`src/rtl/spr_core_mc_if.sv`:
```
// spr_core_mc_if: sample, classification, gain and result bundle of the multi-channel SPR core
interface spr_core_mc_if #(
  parameter int NCH    = 3,
  parameter int IN_W   = 12,
  parameter int OUT_W  = 11,
  parameter int GAIN_W = 14,
  parameter int CNT_W  = 16
);
  logic                   i_hs;
  logic                   i_vs;
  logic                   in_valid;
  logic                   mode_sep;
  logic                   is_border;
  logic                   is_original;
  logic [3:0]             is_edge;
  logic [GAIN_W-1:0]      gain_border;
  logic [GAIN_W-1:0]      gain_e2;
  logic [GAIN_W-1:0]      gain_e3;
  logic [GAIN_W-1:0]      gain_e4;
  logic [GAIN_W-1:0]      gain_e5;
  logic [NCH*IN_W-1:0]    prev;
  logic [NCH*IN_W-1:0]    curr;
  logic                   out_valid;
  logic [NCH*OUT_W-1:0]   core_out;
  logic                   sat_any;
  logic [CNT_W-1:0]       frame_sat_cnt;
  modport master (
    output i_hs, i_vs, in_valid, mode_sep, is_border, is_original, is_edge,
           gain_border, gain_e2, gain_e3, gain_e4, gain_e5, prev, curr,
    input  out_valid, core_out, sat_any, frame_sat_cnt
  );
  modport slave (
    input  i_hs, i_vs, in_valid, mode_sep, is_border, is_original, is_edge,
           gain_border, gain_e2, gain_e3, gain_e4, gain_e5, prev, curr,
    output out_valid, core_out, sat_any, frame_sat_cnt
  );
endinterface

```
`src/rtl/spr_core_mc.sv`:
```
// spr_core_mc: per-channel prev+curr averaging with classified gain or quarter-sum, saturation and frame clip report
module spr_core_mc #(
  parameter int NCH    = 3,
  parameter int IN_W   = 12,
  parameter int OUT_W  = 11,
  parameter int GAIN_W = 14,
  parameter int FRAC   = 8,
  parameter int ROUND  = 1,
  parameter int CNT_W  = 16
) (
  input logic          clk,
  input logic          rst,
  spr_core_mc_if.slave bus
);
  localparam int S_W = IN_W + 1;
  localparam int P_W = S_W + GAIN_W;
  localparam int N_W = $clog2(NCH + 1);
  localparam logic [OUT_W-1:0] MAX_OUT = '1;
  localparam logic [P_W:0] R1 = (P_W+1)'(ROUND != 0 ? 2 ** (FRAC - 1) : 0);
  localparam logic [S_W:0] R2 = (S_W+1)'(ROUND != 0 ? 2 : 0);

  logic                 blank;
  logic [GAIN_W-1:0]    gain0, gain1;
  logic                 spec0, spec1, v1;
  logic [NCH*S_W-1:0]   sum1;
  logic [NCH-1:0]       clip;
  logic [NCH*OUT_W-1:0] res;
  logic [N_W-1:0]       nclip, nsat;
  logic [CNT_W:0]       run_sum;
  logic [CNT_W-1:0]     run, run_nx;
  logic                 vs_d;

  assign blank = !(bus.i_hs && bus.i_vs);

  // gain/special select: border beats edges, edges by fixed priority, otherwise quarter-sum
  always_comb begin
    gain0 = !bus.mode_sep   ? bus.gain_e2 :
            bus.is_border   ? bus.gain_border :
            bus.is_edge[3]  ? bus.gain_e2 :
            bus.is_edge[2]  ? bus.gain_e3 :
            bus.is_edge[1]  ? bus.gain_e4 :
            bus.is_edge[0]  ? bus.gain_e5 : bus.gain_e2;
    spec0 = bus.mode_sep ? (bus.is_border || |bus.is_edge) : bus.is_original;
  end

  // stage 1: channel sums and selected gain, captured only on valid samples
  always_ff @(posedge clk or posedge rst)
    if (rst) begin
      v1    <= 1'b0;
      sum1  <= '0;
      gain1 <= '0;
      spec1 <= 1'b0;
    end else if (blank) begin
      v1    <= 1'b0;
      sum1  <= '0;
      gain1 <= '0;
      spec1 <= 1'b0;
    end else begin
      v1 <= bus.in_valid;
      if (bus.in_valid) begin
        gain1 <= gain0;
        spec1 <= spec0;
        for (int c = 0; c < NCH; c++)
          sum1[c*S_W +: S_W] <= S_W'(bus.prev[c*IN_W +: IN_W]) + S_W'(bus.curr[c*IN_W +: IN_W]);
      end
    end

  for (genvar c = 0; c < NCH; c++) begin : g_ch
    logic [S_W-1:0] s;
    logic [P_W:0]   p, v;
    assign s = sum1[c*S_W +: S_W];
    assign p = (P_W+1)'(s) * (P_W+1)'(gain1);
    assign v = spec1 ? (p + R1) >> FRAC : (P_W+1)'(({1'b0, s} + R2) >> 2);
    assign clip[c] = v > (P_W+1)'(MAX_OUT);
    assign res[c*OUT_W +: OUT_W] = clip[c] ? MAX_OUT : v[OUT_W-1:0];
  end

  // number of channels clipped in the stage-2 result
  always_comb begin
    nclip = '0;
    for (int c = 0; c < NCH; c++) nclip = nclip + N_W'(clip[c]);
  end

  // stage 2: registered results and clip summary
  always_ff @(posedge clk or posedge rst)
    if (rst) begin
      bus.out_valid <= 1'b0;
      bus.core_out  <= '0;
      bus.sat_any   <= 1'b0;
      nsat          <= '0;
    end else if (blank) begin
      bus.out_valid <= 1'b0;
      bus.core_out  <= '0;
      bus.sat_any   <= 1'b0;
      nsat          <= '0;
    end else begin
      bus.out_valid <= v1;
      if (v1) begin
        bus.core_out <= res;
        bus.sat_any  <= |clip;
        nsat         <= nclip;
      end
    end

  // running clip count including the result visible this cycle, saturating
  always_comb begin
    run_sum = {1'b0, run} + (CNT_W+1)'(bus.out_valid ? nsat : '0);
    run_nx  = run_sum[CNT_W] ? '1 : run_sum[CNT_W-1:0];
  end

  // frame report on the i_vs falling edge; the running count survives line blanking
  always_ff @(posedge clk or posedge rst)
    if (rst) begin
      vs_d              <= 1'b0;
      run               <= '0;
      bus.frame_sat_cnt <= '0;
    end else begin
      vs_d <= bus.i_vs;
      if (vs_d && !bus.i_vs) begin
        bus.frame_sat_cnt <= run_nx;
        run               <= '0;
      end else
        run <= run_nx;
    end
endmodule

```
`src/flat_wrapper.sv`:
```
// flat-port wrapper written by rule: the top's interface ports become plain ports
module spr_core_mc_flat 
#(
  parameter int NCH    = 3,
  parameter int IN_W   = 12,
  parameter int OUT_W  = 11,
  parameter int GAIN_W = 14,
  parameter int FRAC   = 8,
  parameter int ROUND  = 1,
  parameter int CNT_W  = 16
)
  (clk, rst, bus_i_hs, bus_i_vs, bus_in_valid, bus_mode_sep, bus_is_border, bus_is_original, bus_is_edge, bus_gain_border, bus_gain_e2, bus_gain_e3, bus_gain_e4, bus_gain_e5, bus_prev, bus_curr, bus_out_valid, bus_core_out, bus_sat_any, bus_frame_sat_cnt);
  spr_core_mc_if #(.NCH(NCH), .IN_W(IN_W), .OUT_W(OUT_W), .GAIN_W(GAIN_W), .CNT_W(CNT_W)) bus_i ();
  input logic clk;
  input logic rst;
  input wire logic [$bits(bus_i.i_hs)-1:0] bus_i_hs;
  input wire logic [$bits(bus_i.i_vs)-1:0] bus_i_vs;
  input wire logic [$bits(bus_i.in_valid)-1:0] bus_in_valid;
  input wire logic [$bits(bus_i.mode_sep)-1:0] bus_mode_sep;
  input wire logic [$bits(bus_i.is_border)-1:0] bus_is_border;
  input wire logic [$bits(bus_i.is_original)-1:0] bus_is_original;
  input wire logic [$bits(bus_i.is_edge)-1:0] bus_is_edge;
  input wire logic [$bits(bus_i.gain_border)-1:0] bus_gain_border;
  input wire logic [$bits(bus_i.gain_e2)-1:0] bus_gain_e2;
  input wire logic [$bits(bus_i.gain_e3)-1:0] bus_gain_e3;
  input wire logic [$bits(bus_i.gain_e4)-1:0] bus_gain_e4;
  input wire logic [$bits(bus_i.gain_e5)-1:0] bus_gain_e5;
  input wire logic [$bits(bus_i.prev)-1:0] bus_prev;
  input wire logic [$bits(bus_i.curr)-1:0] bus_curr;
  output wire logic [$bits(bus_i.out_valid)-1:0] bus_out_valid;
  output wire logic [$bits(bus_i.core_out)-1:0] bus_core_out;
  output wire logic [$bits(bus_i.sat_any)-1:0] bus_sat_any;
  output wire logic [$bits(bus_i.frame_sat_cnt)-1:0] bus_frame_sat_cnt;
  assign bus_i.i_hs = bus_i_hs;
  assign bus_i.i_vs = bus_i_vs;
  assign bus_i.in_valid = bus_in_valid;
  assign bus_i.mode_sep = bus_mode_sep;
  assign bus_i.is_border = bus_is_border;
  assign bus_i.is_original = bus_is_original;
  assign bus_i.is_edge = bus_is_edge;
  assign bus_i.gain_border = bus_gain_border;
  assign bus_i.gain_e2 = bus_gain_e2;
  assign bus_i.gain_e3 = bus_gain_e3;
  assign bus_i.gain_e4 = bus_gain_e4;
  assign bus_i.gain_e5 = bus_gain_e5;
  assign bus_i.prev = bus_prev;
  assign bus_i.curr = bus_curr;
  assign bus_out_valid = bus_i.out_valid;
  assign bus_core_out = bus_i.core_out;
  assign bus_sat_any = bus_i.sat_any;
  assign bus_frame_sat_cnt = bus_i.frame_sat_cnt;
  spr_core_mc #(.NCH(NCH), .IN_W(IN_W), .OUT_W(OUT_W), .GAIN_W(GAIN_W), .FRAC(FRAC), .ROUND(ROUND), .CNT_W(CNT_W)) u_core (.clk(clk), .rst(rst), .bus(bus_i));
endmodule
```
`config.mk`:
```
export PLATFORM = sky130hd
export DESIGN_NAME = spr_core_mc_flat
export DESIGN_NICKNAME = d
export VERILOG_FILES = /design/src/rtl/spr_core_mc_if.sv /design/src/rtl/spr_core_mc.sv /design/src/flat_wrapper.sv
export SDC_FILE = /design/constraint.sdc
export NUM_CORES = 2
export LEC_CHECK = 0
export BUFFER_PORTS_ARGS = -buffer_cell sky130_fd_sc_hd__buf_2
export CAP_MARGIN = 10
export CORE_MARGIN = 2
export CORE_UTILIZATION = 62
export CTS_BUF_LIST = sky130_fd_sc_hd__clkbuf_16
export DETAILED_ROUTE_END_ITERATION = 6
export PLACE_DENSITY = 0.82
export SLEW_MARGIN = 10
export SYNTH_ARGS = -nofsm -noshare
export SYNTH_HDL_FRONTEND = slang
export SYNTH_SLANG_ARGS = --single-unit
```
`constraint.sdc`:
```
create_clock -name clk -period 15.2 [get_ports clk]
set_clock_uncertainty 0.05 [all_clocks]
set_input_delay 0 -clock clk [delete_from_list [all_inputs] [get_ports clk]]
set_output_delay 0 -clock clk [all_outputs]
set_load 0.01 [all_outputs]
```
# Word level (Yosys, flattened, before mapping)
# Index checks and enable logic that the tools add are counted.
# totals
output_inout_bits	51
regBits	125
elab_cells	67
input_bits	154
# classes
muxes	30
order_cmp	3
n_reduce_logical	6
add_sub_neg	12
n_mul	3
eq_ne	2
# ops
cell	n
2-to-1 mux 14 bit	8
adder 27 x 8 -> 28 bit (second input constant)	3
> comparator 28 x 11 -> 1 bit (second input constant)	3
multiplier 13 x 14 -> 27 bit	3
2-to-1 mux 26 bit	3
2-to-1 mux 39 bit	2
2-to-1 mux 33 bit	2
adder 13 x 2 -> 14 bit (second input constant)	3
adder 12 x 12 -> 13 bit	3
2-to-1 mux 11 bit	3
2-to-1 mux 16 bit	2
adder 16 x 17 -> 17 bit	1
2-to-1 mux 1 bit	7
2-to-1 mux 2 bit	3
OR reduction 4 bit	1
OR reduction 3 bit	1
adder 1 x 1 -> 2 bit	1
adder 2 x 1 -> 2 bit	1
logical AND 1 bit	2
!= test 2 x 1 -> 1 bit (second input constant)	1
!= test 2 bit (second input constant)	1
logical NOT 1 bit	1
logical OR 1 bit	1

# Longest topological paths before layout
# depth
word_depth	8
depth_mapped	28
depth_no_buf	25

# Worst setup path after synthesis
# OpenSTA, ideal clock, no wires.
# synth_timing
kind	reg2reg
start	register u_core.sum1[3]
end	register u_core.nsat[0]
t_required_ps	15018
period_less_slack_ps	6962
n_path_buf	3
path_stages_with_launch	28
setup_time_ps	132
arrival_ps	6780
slack_ps	8238
cell_sequence	dfrtp_1 -> clkbuf_1 -> clkbuf_1 -> and2_1 -> fa_1 -> inv_1 -> fa_1 -> inv_1 -> fa_1 -> inv_1 -> fa_1 -> inv_1 -> fa_1 -> ha_1 -> ha_1 -> a21oi_1 -> o21ai_1 -> o21a_1 -> o41a_4 -> a21oi_1 -> xnor2_1 -> nand4b_4 -> o41ai_4 -> buf_4 -> inv_2 -> fa_1 -> mux2i_1 -> nor2_1
# synth_via
elab_chain_len	8
word_cells_on_any_way	9
classes_between	add/sub: 4; mul: 1; order compare: 1; mux: 3
# synth_rtl
item	line	source
start: declaration	spr_core_mc.sv:25	logic [NCH*S_W-1:0] sum1;
start signal: indexed assignment	spr_core_mc.sv:64	sum1[c*S_W +: S_W] <= S_W'(bus.prev[c*IN_W +: IN_W]) + S_W'(bus.curr[c*IN_W +: IN_W]);
multiplier 13 x 14 -> 27 bit	spr_core_mc.sv:72	assign p = (P_W+1)'(s) * (P_W+1)'(gain1);
adder 27 x 8 -> 28 bit	spr_core_mc.sv:73	assign v = spec1 ? (p + R1) >> FRAC : (P_W+1)'(({1'b0, s} + R2) >> 2);
2-to-1 mux 26 bit (*)	spr_core_mc.sv:73	
> comparator 28 x 11 -> 1 bit (*)	spr_core_mc.sv:74	assign clip[c] = v > (P_W+1)'(MAX_OUT);
adder 1 x 1 -> 2 bit (*)	spr_core_mc.sv:81	for (int c = 0; c < NCH; c++) nclip = nclip + N_W'(clip[c]);
adder 2 x 1 -> 2 bit (*)	spr_core_mc.sv:81	
2-to-1 mux 2 bit (*)	spr_core_mc.sv:98	if (v1) begin
2-to-1 mux 2 bit (*)	spr_core_mc.sv:91	end else if (blank) begin
end signal: assignment	spr_core_mc.sv:101	nsat <= nclip;
end: declaration	spr_core_mc.sv:28	logic [N_W-1:0] nclip, nsat;
# Mark *: on every way between the ends. The rest lies on a longest branch, timed or not. The select of a mux whose other input is x is not followed.
# A chain may end at the register's enable or synchronous reset.

# Final worst setup path
# layout_timing
start	register u_core.gain1[11]
end	register u_core.nsat[0]
# layout_via
elab_chain_len	8
word_cells_on_any_way	16
classes_between	add/sub: 5; mul: 3; order compare: 3; mux: 5
# layout_rtl
item	line	source
start: declaration	spr_core_mc.sv:23	logic [GAIN_W-1:0] gain0, gain1;
start signal: assignment	spr_core_mc.sv:61	gain1 <= gain0;
multiplier 13 x 14 -> 27 bit	spr_core_mc.sv:72	
adder 27 x 8 -> 28 bit	spr_core_mc.sv:73	
2-to-1 mux 26 bit	spr_core_mc.sv:73	
> comparator 28 x 11 -> 1 bit	spr_core_mc.sv:74	
adder 1 x 1 -> 2 bit	spr_core_mc.sv:81	
adder 2 x 1 -> 2 bit (*)	spr_core_mc.sv:81	
2-to-1 mux 2 bit (*)	spr_core_mc.sv:98	
2-to-1 mux 2 bit (*)	spr_core_mc.sv:91	
# Marked as above.

==> metrics <==
cell breakdown of the critical path=buf_4 -> nand2_1 -> fa_1 -> fa_1 -> inv_1 -> fa_1 -> fa_1 -> fa_1 -> ha_1 -> ha_1 -> nand4_1 -> o41ai_1 -> a21o_1 -> a21oi_1 -> o211ai_1 -> nor2_1 -> xor2_1 -> nand2_1 -> o41ai_4 -> inv_2 -> fa_1 -> mux2i_1 -> nor2_1; Reg2Reg Launch Point=u_core.gain1[11]; core area=between 0.04 and 0.05 sq mm; Max-Cap Viols=0; register area share after synthesis=roughly an eighth; Async SR Flop Fraction=100%; DR vias=about 22000; Worst Hold Class=in -> reg; CTS max path bufs=2; Slowest cell on crit path=o41ai_4; maximum clock rate=roughly 130 MHz; status=complete, no violations; Worst setup SP type=flip-flop; clk root buf=clkbuf_16; r2r setup slk=between 7000 and 8000 ps; Final nets=between 4000 and 5000; Setup Total Neg Slack=0 ps; PwrDens=just under 40 mW/mm^2; Rows=75; Final WS setup=between 7000 and 8000 ps; RSZ-0062 raised after global routing=no; CTS tree=yes; RR Endpoint=u_core.nsat[0]; Placer Congestion=~0.95; Vert. Die Dim=211 um; Top cell by count, worst path=fa_1; initial antenna violation count=3; Final ANT Viol Nets=0; vias in the first global route=~24000; Initial Utilization=a little over three fifths; share of layout cells above drive strength 1=under 10%; I/O pins=~200; share of the synthesized area in the top cell type=a little under a third; Yosys cell types=82; FF-to-FF path depth=23; Crit. End Element=flip-flop; die area=0.0446 sq mm; post-layout min period=7710 ps; Final HPWL DP=52100 um; Critical Path RT=15470 ps; Cell Area, Synth=~0.027 sq mm; P_leak=between 15 and 20 nW; Total Routed Length=70500 um; port bufs=between 200 and 250; dominant cells by area after synthesis=fa_1, ha_1, dfrtp_1, inv_1, and2_1; largest net degree at the start of global routing=70; Setup CP Type=reg -> reg; top cell type by total area after synthesis=fa_1; Yosys reg bits=between 100 and 150; clock-pin slew on the worst setup and hold paths=roughly 70 ps; TritonRoute pass-1 iters=5; VDD IR max=0.0773 mV; Final Max Slew Viols=0; most frequent cell after synthesis=inv_1; worst-path maximum fanout=27; drt initial violations=1607; Syn Area/Cell=slightly below 9 sq um; Hold Fails Final Rpt=0; dpl ws=approximately 7600 ps; Gate Count Post-Synth=around 3000; Finished Core Util=between 60 and 70%; Critical Path AT=approximately 8000 ps; total CTS buffers=17; worst slew pin tran=1080 ps; Avg WL per Cell=between 15 and 20 um; synth cell count leaders=inv_1, fa_1, nand2_1; Synth Warn #=0; Total GRT Usage=33.0%; first-pass GRT wire length=between 100000 and 150000 um; Post-synth top flop=dfrtp_1; Rel. slew slack=roughly 28%; H-tree Lvls=4; Net Count, Synth=3900; Critical path origin=u_core.gain1[11]; Max stage delay on crit path=690 ps; EDFF count, synth=0; Final period util=slightly above 50%; layout overhead on the synthesized area=8.97%; DIE WIDTH=211 um; Sink Count=between 100 and 150; Overflow after GRT=0; DRC viols=0; DR vias/cell=about 5.9; final setup violating endpoints=0; clock latency on the worst-skew pair=480 ps; end of the critical path=u_core.nsat[0]
## cell type report
type | instances | area [sq um]
Clock buffer | 17 | 425
Fill cell | 3143 | 13100
Antenna cell | 2 | 5.00
Tap cell | 539 | 674
Clock inverter | 15 | 165
Inverter | 464 | 1750
Multi-Input combinational cell | 2260 | 21000
Timing Repair Buffer | 291 | 1840
Sequential cell | 125 | 3130
## worst max-delay path: cells and delay by family, from the launching register on
kind | cells | cell delay, ps
adders and majority gates | 8 | 3710
AOI/OAI and AO/OA | 5 | 1610
DFF | 1 | 640
and+or+nand+nor | 5 | 620
buffers and inverters | 3 | 590
muxes | 1 | 180
xor gates and xnor gates | 1 | 130
## kinds of logic after synthesis
group                      count (synthesis)  synth area share, %
and+or+nand+nor                          944                 17.1
xor gates and xnor gates                 109                 3.59
adders and majority gates                715                 45.0
buffers and inverters                    646                 9.28
DFF                                      125                 11.7
AOI/OAI and AO/OA                        450                 11.7
muxes                                     42                 1.59
## cell usage in the layout, fill, tap and decap left out, drive strengths merged, types with 6 or more instances in the layout
master,netlist,routed
ha,311,311
nand3,30,30
nand4,20,20
and2,263,263
xnor2,64,64
a211oi,17,17
fa,404,404
o211ai,18,18
and3,25,25
xor2,45,45
a22oi,9,9
nand2b,14,14
dfrtp,125,125
nor2b,13,13
o21a,13,13
o41ai,6,6
clkbuf,158,17
clkinv,0,6
a21o,30,30
nor3,13,13
nand2,390,390
o22ai,12,12
dlygate4sd3,0,65
o21ai,113,113
a31oi,37,37
nor2,155,155
a21oi,124,124
o21bai,22,22
mux2i,39,39
o31ai,13,13
buf,24,226
inv,464,469
## registers in the layout, summed over array words and instances, names as in the netlist
signal and cells:
u_core.bus.out_valid 1, u_core.bus.core_out 33, u_core.run 16, u_core.gain1 14
u_core.sum1 39, u_core.bus.frame_sat_cnt 16, u_core.bus.sat_any 1, u_core.nsat 2
u_core.v1 1, u_core.vs_d 1, u_core.spec1 1
## per-stage QoR
stage | power [mW] | cells | instance area [sq um] | hold slack, ps
2_1_floorplan | 0.574 | 3031 | 26600 | -18.6
3_3_place_gp | 0.661 | 3614 | 27800 | 60.1
3_5_place_dp | 0.672 | 3614 | 27800 | 69.1
4_1_cts | 1.11 | 3711 | 29000 | 5.50
5_1_grt | 1.17 | 3712 | 29000 | 38.6
6_report | 1.12 | 3713 | 29000 | 5.35
## layer usage
layer  routed length, um  vias up  track usage (%)
met5                  13        -                0
met4                3630        2             16.3
li1                    -     9914                -
met3                6040      231             6.56
met1               26700    10700             39.8
met2               34100     1039             56.6
## worst min path at each step
| stage | start | endpoint | slack (ps) | cells past startpoint |
|---|---|---|---|---|
| 6_report | bus_curr[1] | u_core.sum1[1] | 5 | 4 |
| 5_1_grt | bus_curr[1] | u_core.sum1[1] | 40 | 4 |
| 4_1_cts | bus_is_border | u_core.gain1[7] | 5 | 3 |
| 3_5_place_dp | rst | u_core.bus.core_out[4] | 70 | 2 |
| 3_3_place_gp | rst | u_core.bus.core_out[2] | 60 | 2 |
| 2_1_floorplan | bus_i_vs | u_core.vs_d | -20 | 0 |
## repair_timing
item                      CTS  global route
hold buffers               65             0
hold endpoints to repair   95             0
resized for setup           0             0
setup buffers               0             0
## power by group
group	total [mW]	internal (mW)	switching, mW
clock network	0.429	0.244	0.185
logic	0.310	0.129	0.182
registers	0.381	0.342	0.0397
total	1.12	0.714	0.407
(Power assumes the default switching activity.)
